--- config.mk ---
export PLATFORM = sky130hd
export DESIGN_NAME = wb_port_arbiter_flat
export DESIGN_NICKNAME = d
export VERILOG_FILES = /design/src/rtl/wb_port_arbiter_if.sv /design/src/rtl/wb_port_arbiter.sv /design/src/flat_wrapper.sv
export SDC_FILE = /design/constraint.sdc
export NUM_CORES = 1
export LEC_CHECK = 0
export CAP_MARGIN = 30
export CORE_ASPECT_RATIO = 0.5
export CORE_UTILIZATION = 39
export DETAILED_ROUTE_END_ITERATION = 7
export PLACE_DENSITY = 0.79
export SLEW_MARGIN = 20
export SYNTH_ARGS = -nofsm -noshare
export SYNTH_HDL_FRONTEND = slang
export SYNTH_SLANG_ARGS = --single-unit
--- constraint.sdc ---
create_clock -name Clk -period 2.35 [get_ports Clk]
set_input_delay 0.47 -clock Clk [delete_from_list [all_inputs] [get_ports Clk]]
set_output_delay 0.47 -clock Clk [all_outputs]
set_load 0.005 [all_outputs]
--- src/rtl/wb_port_arbiter_if.sv ---
// Register-file write-port bundle: Mem2Wb writeback, MDU valid/ready result,
// and the arbitrated RegFile write plus the stall request to the hazard unit.
interface wb_port_arbiter_if #(
   parameter int DATA_W = 64,
   parameter int ADDR_W = 5
);
   logic              PipeWe;
   logic [ADDR_W-1:0] PipeAddr;
   logic [DATA_W-1:0] PipeData;
   logic              MduValid;
   logic [ADDR_W-1:0] MduAddr;
   logic [DATA_W-1:0] MduData;
   logic              MduReady;
   logic              RfWe;
   logic [ADDR_W-1:0] RfAddr;
   logic [DATA_W-1:0] RfData;
   logic              StallReq;

   modport slave (
      input  PipeWe, PipeAddr, PipeData, MduValid, MduAddr, MduData,
      output MduReady, RfWe, RfAddr, RfData, StallReq
   );

   modport master (
      output PipeWe, PipeAddr, PipeData, MduValid, MduAddr, MduData,
      input  MduReady, RfWe, RfAddr, RfData, StallReq
   );
endinterface

--- src/rtl/wb_port_arbiter.sv ---
// Arbitrates the RegFile write port between the committed Mem2Wb writeback and
// the MDU result; requests a pipeline bubble when the MDU has starved too long.
module wb_port_arbiter #(
   parameter int DATA_W   = 64,
   parameter int ADDR_W   = 5,
   parameter int MAX_WAIT = 4
) (
   input logic              Clk,
   input logic              Rst,
   wb_port_arbiter_if.slave bus
);
   typedef enum logic [0:0] {
      IDLE   = 1'b0,
      STARVE = 1'b1
   } state_e;

   localparam logic [3:0] WAIT_MAX  = 4'(MAX_WAIT);
   localparam logic [3:0] WAIT_LAST = 4'(MAX_WAIT - 1);

   state_e            state_q, state_d;
   logic [3:0]        wait_cnt_q, wait_cnt_d;
   logic              rf_we_q, rf_we_d;
   logic [ADDR_W-1:0] rf_addr_q, rf_addr_d;
   logic [DATA_W-1:0] rf_data_q, rf_data_d;
   logic              stall_req_q, stall_req_d;
   logic              pipe_eff_s;
   logic              handshake_s;
   logic              blocked_s;

   // Writes to x0 never occupy the port, so they leave the slot free for the MDU.
   always_comb begin
      pipe_eff_s  = bus.PipeWe && (bus.PipeAddr != {ADDR_W{1'b0}});
      handshake_s = bus.MduValid && !pipe_eff_s;
      blocked_s   = bus.MduValid && pipe_eff_s;
   end

   assign bus.MduReady = !pipe_eff_s;

   // Write-port mux; an MDU result aimed at x0 is consumed without a write.
   always_comb begin
      rf_we_d   = 1'b0;
      rf_addr_d = rf_addr_q;
      rf_data_d = rf_data_q;
      if (pipe_eff_s) begin
         rf_we_d   = 1'b1;
         rf_addr_d = bus.PipeAddr;
         rf_data_d = bus.PipeData;
      end else if (handshake_s && (bus.MduAddr != {ADDR_W{1'b0}})) begin
         rf_we_d   = 1'b1;
         rf_addr_d = bus.MduAddr;
         rf_data_d = bus.MduData;
      end else begin
         rf_we_d   = 1'b0;
      end
   end

   // Starvation tracking: any cycle that is not blocked (handshake or no
   // request) clears the count and leaves STARVE.
   always_comb begin
      wait_cnt_d = wait_cnt_q;
      state_d    = state_q;
      if (blocked_s) begin
         if (wait_cnt_q < WAIT_MAX) begin
            wait_cnt_d = wait_cnt_q + 4'd1;
         end else begin
            wait_cnt_d = wait_cnt_q;
         end
      end else begin
         wait_cnt_d = 4'd0;
      end
      case (state_q)
         IDLE: begin
            if (blocked_s && (wait_cnt_q == WAIT_LAST)) begin
               state_d = STARVE;
            end else begin
               state_d = IDLE;
            end
         end
         STARVE: begin
            if (handshake_s || !bus.MduValid) begin
               state_d = IDLE;
            end else begin
               state_d = STARVE;
            end
         end
         default: state_d = IDLE;
      endcase
      stall_req_d = (state_d == STARVE);
   end

   // State and output registers with synchronous reset.
   always_ff @(posedge Clk) begin
      if (Rst) begin
         state_q     <= IDLE;
         wait_cnt_q  <= 4'd0;
         rf_we_q     <= 1'b0;
         rf_addr_q   <= {ADDR_W{1'b0}};
         rf_data_q   <= {DATA_W{1'b0}};
         stall_req_q <= 1'b0;
      end else begin
         state_q     <= state_d;
         wait_cnt_q  <= wait_cnt_d;
         rf_we_q     <= rf_we_d;
         rf_addr_q   <= rf_addr_d;
         rf_data_q   <= rf_data_d;
         stall_req_q <= stall_req_d;
      end
   end

   assign bus.RfWe     = rf_we_q;
   assign bus.RfAddr   = rf_addr_q;
   assign bus.RfData   = rf_data_q;
   assign bus.StallReq = stall_req_q;
endmodule

--- src/flat_wrapper.sv ---
// flat-port wrapper written by rule: the top's interface ports become plain ports
module wb_port_arbiter_flat 
#(
   parameter int DATA_W   = 64,
   parameter int ADDR_W   = 5,
   parameter int MAX_WAIT = 4
)
  (Clk, Rst, bus_PipeWe, bus_PipeAddr, bus_PipeData, bus_MduValid, bus_MduAddr, bus_MduData, bus_MduReady, bus_RfWe, bus_RfAddr, bus_RfData, bus_StallReq);
  wb_port_arbiter_if #(.DATA_W(DATA_W), .ADDR_W(ADDR_W)) bus_i ();
  input logic Clk;
  input logic Rst;
  input wire logic [$bits(bus_i.PipeWe)-1:0] bus_PipeWe;
  input wire logic [$bits(bus_i.PipeAddr)-1:0] bus_PipeAddr;
  input wire logic [$bits(bus_i.PipeData)-1:0] bus_PipeData;
  input wire logic [$bits(bus_i.MduValid)-1:0] bus_MduValid;
  input wire logic [$bits(bus_i.MduAddr)-1:0] bus_MduAddr;
  input wire logic [$bits(bus_i.MduData)-1:0] bus_MduData;
  output wire logic [$bits(bus_i.MduReady)-1:0] bus_MduReady;
  output wire logic [$bits(bus_i.RfWe)-1:0] bus_RfWe;
  output wire logic [$bits(bus_i.RfAddr)-1:0] bus_RfAddr;
  output wire logic [$bits(bus_i.RfData)-1:0] bus_RfData;
  output wire logic [$bits(bus_i.StallReq)-1:0] bus_StallReq;
  assign bus_i.PipeWe = bus_PipeWe;
  assign bus_i.PipeAddr = bus_PipeAddr;
  assign bus_i.PipeData = bus_PipeData;
  assign bus_i.MduValid = bus_MduValid;
  assign bus_i.MduAddr = bus_MduAddr;
  assign bus_i.MduData = bus_MduData;
  assign bus_MduReady = bus_i.MduReady;
  assign bus_RfWe = bus_i.RfWe;
  assign bus_RfAddr = bus_i.RfAddr;
  assign bus_RfData = bus_i.RfData;
  assign bus_StallReq = bus_i.StallReq;
  wb_port_arbiter #(.DATA_W(DATA_W), .ADDR_W(ADDR_W), .MAX_WAIT(MAX_WAIT)) u_core (.Clk(Clk), .Rst(Rst), .bus(bus_i));
endmodule
After elaboration in Yosys (flattened, before gate mapping). Cells that the tools add are included.

Register bits after elaboration: 75. Logic and storage cells: 31.

Add/subtract/negate cells: 1. $lt $le $gt $ge: 1. Equal/unequal tests: 1. Mux-type cells: 9. Bitwise operators: 2. Reduce and logical (&&, ||, !) cells: 12.

Operators by type and width (number): two-way mux 64 bit (2); two-way mux 5 bit (2); nonzero test 5 bit (2); logical AND 1 bit (5); adder 4 x 1 -> 4 bit, second input constant (1); == test 4 x 2 -> 1 bit, second input constant (1); < comparator 4 x 3 -> 1 bit, second input constant (1); two-way mux 1 bit (4); logical NOT 1 bit (2); inverter 1 bit (2); case mux 1 bit (2 select lines) (1); nonzero test 2 bit (1); OR reduction 2 bit (1); logical OR 1 bit (1).

Logic depth before layout (Yosys ltp).
Depth after elaboration: 7. Depth in mapped cells: 7. Depth with buffers taken out: 5.

Least setup slack after synthesis. No wires, ideal clock.

Path kind: input port to output port. From: input bus_PipeAddr[0]. To: output bus_MduReady. Data arrival time: 1476 ps. Slack: 404 ps. Cell stages on the path: 5. Buffers on the path: 2. Path through: or4_1 o21a_1 buf_6 inv_8 buf_6.

Cells in the longest elaborated chain, start to end: 3.

Ends and longest elaborated chain: start: declaration (RTL line flat_wrapper.sv:13) `input wire logic [$bits(bus_i.PipeAddr)-1:0] bus_PipeAddr;`; nonzero test 5 bit (RTL line wb_port_arbiter.sv:32) `pipe_eff_s = bus.PipeWe && (bus.PipeAddr != {ADDR_W{1'b0}});`; logical AND 1 bit (RTL line wb_port_arbiter.sv:32); logical NOT 1 bit (RTL line wb_port_arbiter.sv:37) `assign bus.MduReady = !pipe_eff_s;`; end: declaration (RTL line flat_wrapper.sv:18) `output wire logic [$bits(bus_i.MduReady)-1:0] bus_MduReady;`.

No other way between the ends.

Worst setup path in the final report.
From: input bus_PipeAddr[2]. To: output bus_MduReady.

The elaborated chain is that of the path after synthesis.

==> results.cfg <==
[timing]
whs_ns = 0.462
setup_viol = 0
fin_tns_setup_ns = 0
slew_headroom_pct = 57.7
fin_crit_sh_pct = 98.5
rsz0062_at_grt = false
finalHoldViolations = 0
tightest_slew_ns = 0.635
fmax_mhz = 432
finalClockSkew_ns = 0.000814
drv_slew = 0
fin_crit_ns = 2.32

[floorplanning]
initial_core_util_pct = 41.1
fp.dieW_um = 144
core_sq_um = 9630
fp-row-count = 25
die-area_sq_um = 10600
die_h_um = 73.2
io_pins = 214

[min_path]
worst_hold_path_type = flip-flop to flip-flop
min_from = u_core.bus.RfData[18]$_SDFFE_PP0P_

[worst_setup_path]
arrival_ns = 1.85
cp-startpoint = bus_PipeAddr[2]
required_ns = 1.88
cp-start-kind = input port
crit_fanout = 2
crit_type = input port to output port
crit_end = bus_MduReady
reg2reg_from = u_core.wait_cnt_q[0]$_SDFFE_PP0N_
reg2reg_slack_ns = 1.50
slowest_stage = or4_4
r2r_end = u_core.wait_cnt_q[2]$_SDFFE_PP0N_
crit_chain = clkdlybuf4s50_1, or4_4, o21a_4, inv_8, clkdlybuf4s15_2
slowest_delay_ns = 0.49
r2r_cells = 3
end_kind = output port

[grt]
antenna_found_initial = 0
grt_pass1_vias = 3755
grt_overflow_total = 0
grt_pass1_wl_um = 18600
grt_max_degree = 54
grt.total_usage_pct = 22.9

[drt]
drt_first_pass_iters = 4
finalWirelength_um = 11800
num_vias = 3755
via_per_inst = 4.97
drtIter0Drc = 190
ant_nets = 0
wl_per_cell_um = 15.7
drc_errors = 0

[job]
cap_violations = 0

[synthesis]
synthFlopType = dfxtp_1
synth_top_area_share_pct = 38.0
synthTopCellsByCount = 75 x dfxtp_1, 74 x nor2_1, 63 x a211oi_2
synth-edff-count = 0
synth_most_common_cell = dfxtp_1
yosys_warnings = 0
postSynthNetCount = 550
ys_ff_latch = 75
synth-async-reset-ratio_pct = 0
ys_types = 27
yosysTopAreaCell = dfxtp_1
yosys-top-cells-area = dfxtp_1 38%, a211oi_2 20%, a21oi_2 13%, nor2_1 7.0%, nand2_1 4.7%
synth-seq-area-share_pct = 38.0
avgSynthCellArea_sq_um = 9.72
synthCells = 407
syn_area_sq_um = 3960

[outcome]
status = finished, final reports clean

[clock_network]
cts_tree = yes
clk_pin_slew_worst_paths_ns = 0.06
clkLatencyLatePin_ns = 0.34
cts_buffer_depth = 2
h-tree-depth = 3
clock-root-buffer = clkbuf_16
cts_sinks = 75
cts_hold_buf = 0
numCtsBuffers = 9

[pwr]
ir_drop_mv = 0.408
power_density_nw_per_um2 = 569
leakage_nw = 2.27

[placed_design]
portBuffers = 213
dp_hpwl_um = 8120
dp_cells = 738
gp_congestion = 0.815

[layout]
nets = 758
finish.utilization_pct = 67.4
stdcell_count = 755
n_antenna_cell = 0
area.growth.synth_to_final_pct = 64.2
drive_gt1_share_pct = 30.6
-- cells by family after synthesis --
family                     Yosys count  synth area share [%]
and+or+nand+nor                    148                  15.7
AOI/OAI and AO/OA                  142                  37.5
DFF                                 75                  38.0
xor gates and xnor gates             1                 0.221
adders and majority gates            1                 0.316
buffers and inverters               40                  8.35
-- worst min path at each step --
stage	endpoint	slack (ns)	depth (start not counted)
after floorplan	u_core.wait_cnt_q[3]$_SDFFE_PP0N_	0.44	2
after global placement	u_core.bus.RfData[30]$_SDFFE_PP0P_	0.45	2
after detailed placement	u_core.bus.RfData[18]$_SDFFE_PP0P_	0.46	2
after CTS	u_core.bus.RfData[18]$_SDFFE_PP0P_	0.47	2
after global routing	u_core.bus.RfData[18]$_SDFFE_PP0P_	0.48	2
final	u_core.bus.RfData[18]$_SDFFE_PP0P_	0.46	2
-- power by group --
| part | switching [W] | internal [W] | leakage (nW) | total, W |
|---|---|---|---|---|
| combinational | 0.000367 | 0.000537 | 1.51 | 0.000904 |
| clock | 0.000555 | 0.000822 | 0.135 | 0.00138 |
| sequential | 0.0000502 | 0.00137 | 0.624 | 0.00142 |
-- sequential cells by signal, summed over array words and instances (netlist names) --
signal             cells
u_core.bus.RfAddr      5
u_core.bus.RfData     64
u_core.bus.RfWe        1
u_core.state_q         1
u_core.wait_cnt_q      4
-- worst max-delay path, delay by kind of cell --
family / cells / cell delay (ns)
buf+inv: 3 / 0.66
simple gates: 1 / 0.49
compound gates: 1 / 0.23
-- what timing repair did --
item / 4_1_cts / 5_1_grt
hold endpoints to repair: 0 / 0
gates cloned: 0 / 0
setup buffers: 1 / 0
pin swaps: 2 / 1
resized for setup: 6 / 1
setup endpoints to repair: 1 / 12
-- layout by cell type, fill, tap and decap left out, drive strengths merged --
master	count
a211oi	64
nand3b	1
inv	2
o21a	2
bufinv	1
xnor2	1
nor2	74
dfxtp	75
o41ai	1
clkinv	2
o21ai	2
nor3	5
ha	1
dlygate4sd2	2
nand2	66
clkdlybuf4s15	1
a221oi	5
clkdlybuf4s50	209
a21oi	68
buf	23
clkinvlp	3
clkbuf	10
or4	2
-- layer usage --
layer / part of all wire (%) / vias to the layer above / track usage [%]
met5: 0 / - / 0
met4: 1.7 / 0 / 8.42
met3: 5.2 / 17 / 5.91
met2: 52 / 102 / 40.2
met1: 41 / 1798 / 27.3
li1: - / 1838 / -
-- cell type report --
class / instances / area, sq um
clock buffer: 10 / 229
clock inverter: 6 / 66.3
fill: 784 / 3140
inverter: 2 / 15.0
multi-input combinational: 292 / 2140
sequential: 75 / 1500
tap: 135 / 169
timing repair buffer: 235 / 2370
-- metrics by stage --
step           power [W]  cell area (sq um)  setup slack (ns)
2_1_floorplan    0.00185               3960             0.404
3_3_place_gp     0.00234               6190            -0.313
3_5_place_dp     0.00235               6190            -0.316
4_1_cts          0.00374               6490            0.0114
5_1_grt          0.00386               6490           0.00788
6_report         0.00370               6490            0.0347
No activity file was read; power rests on OpenSTA's default activity.
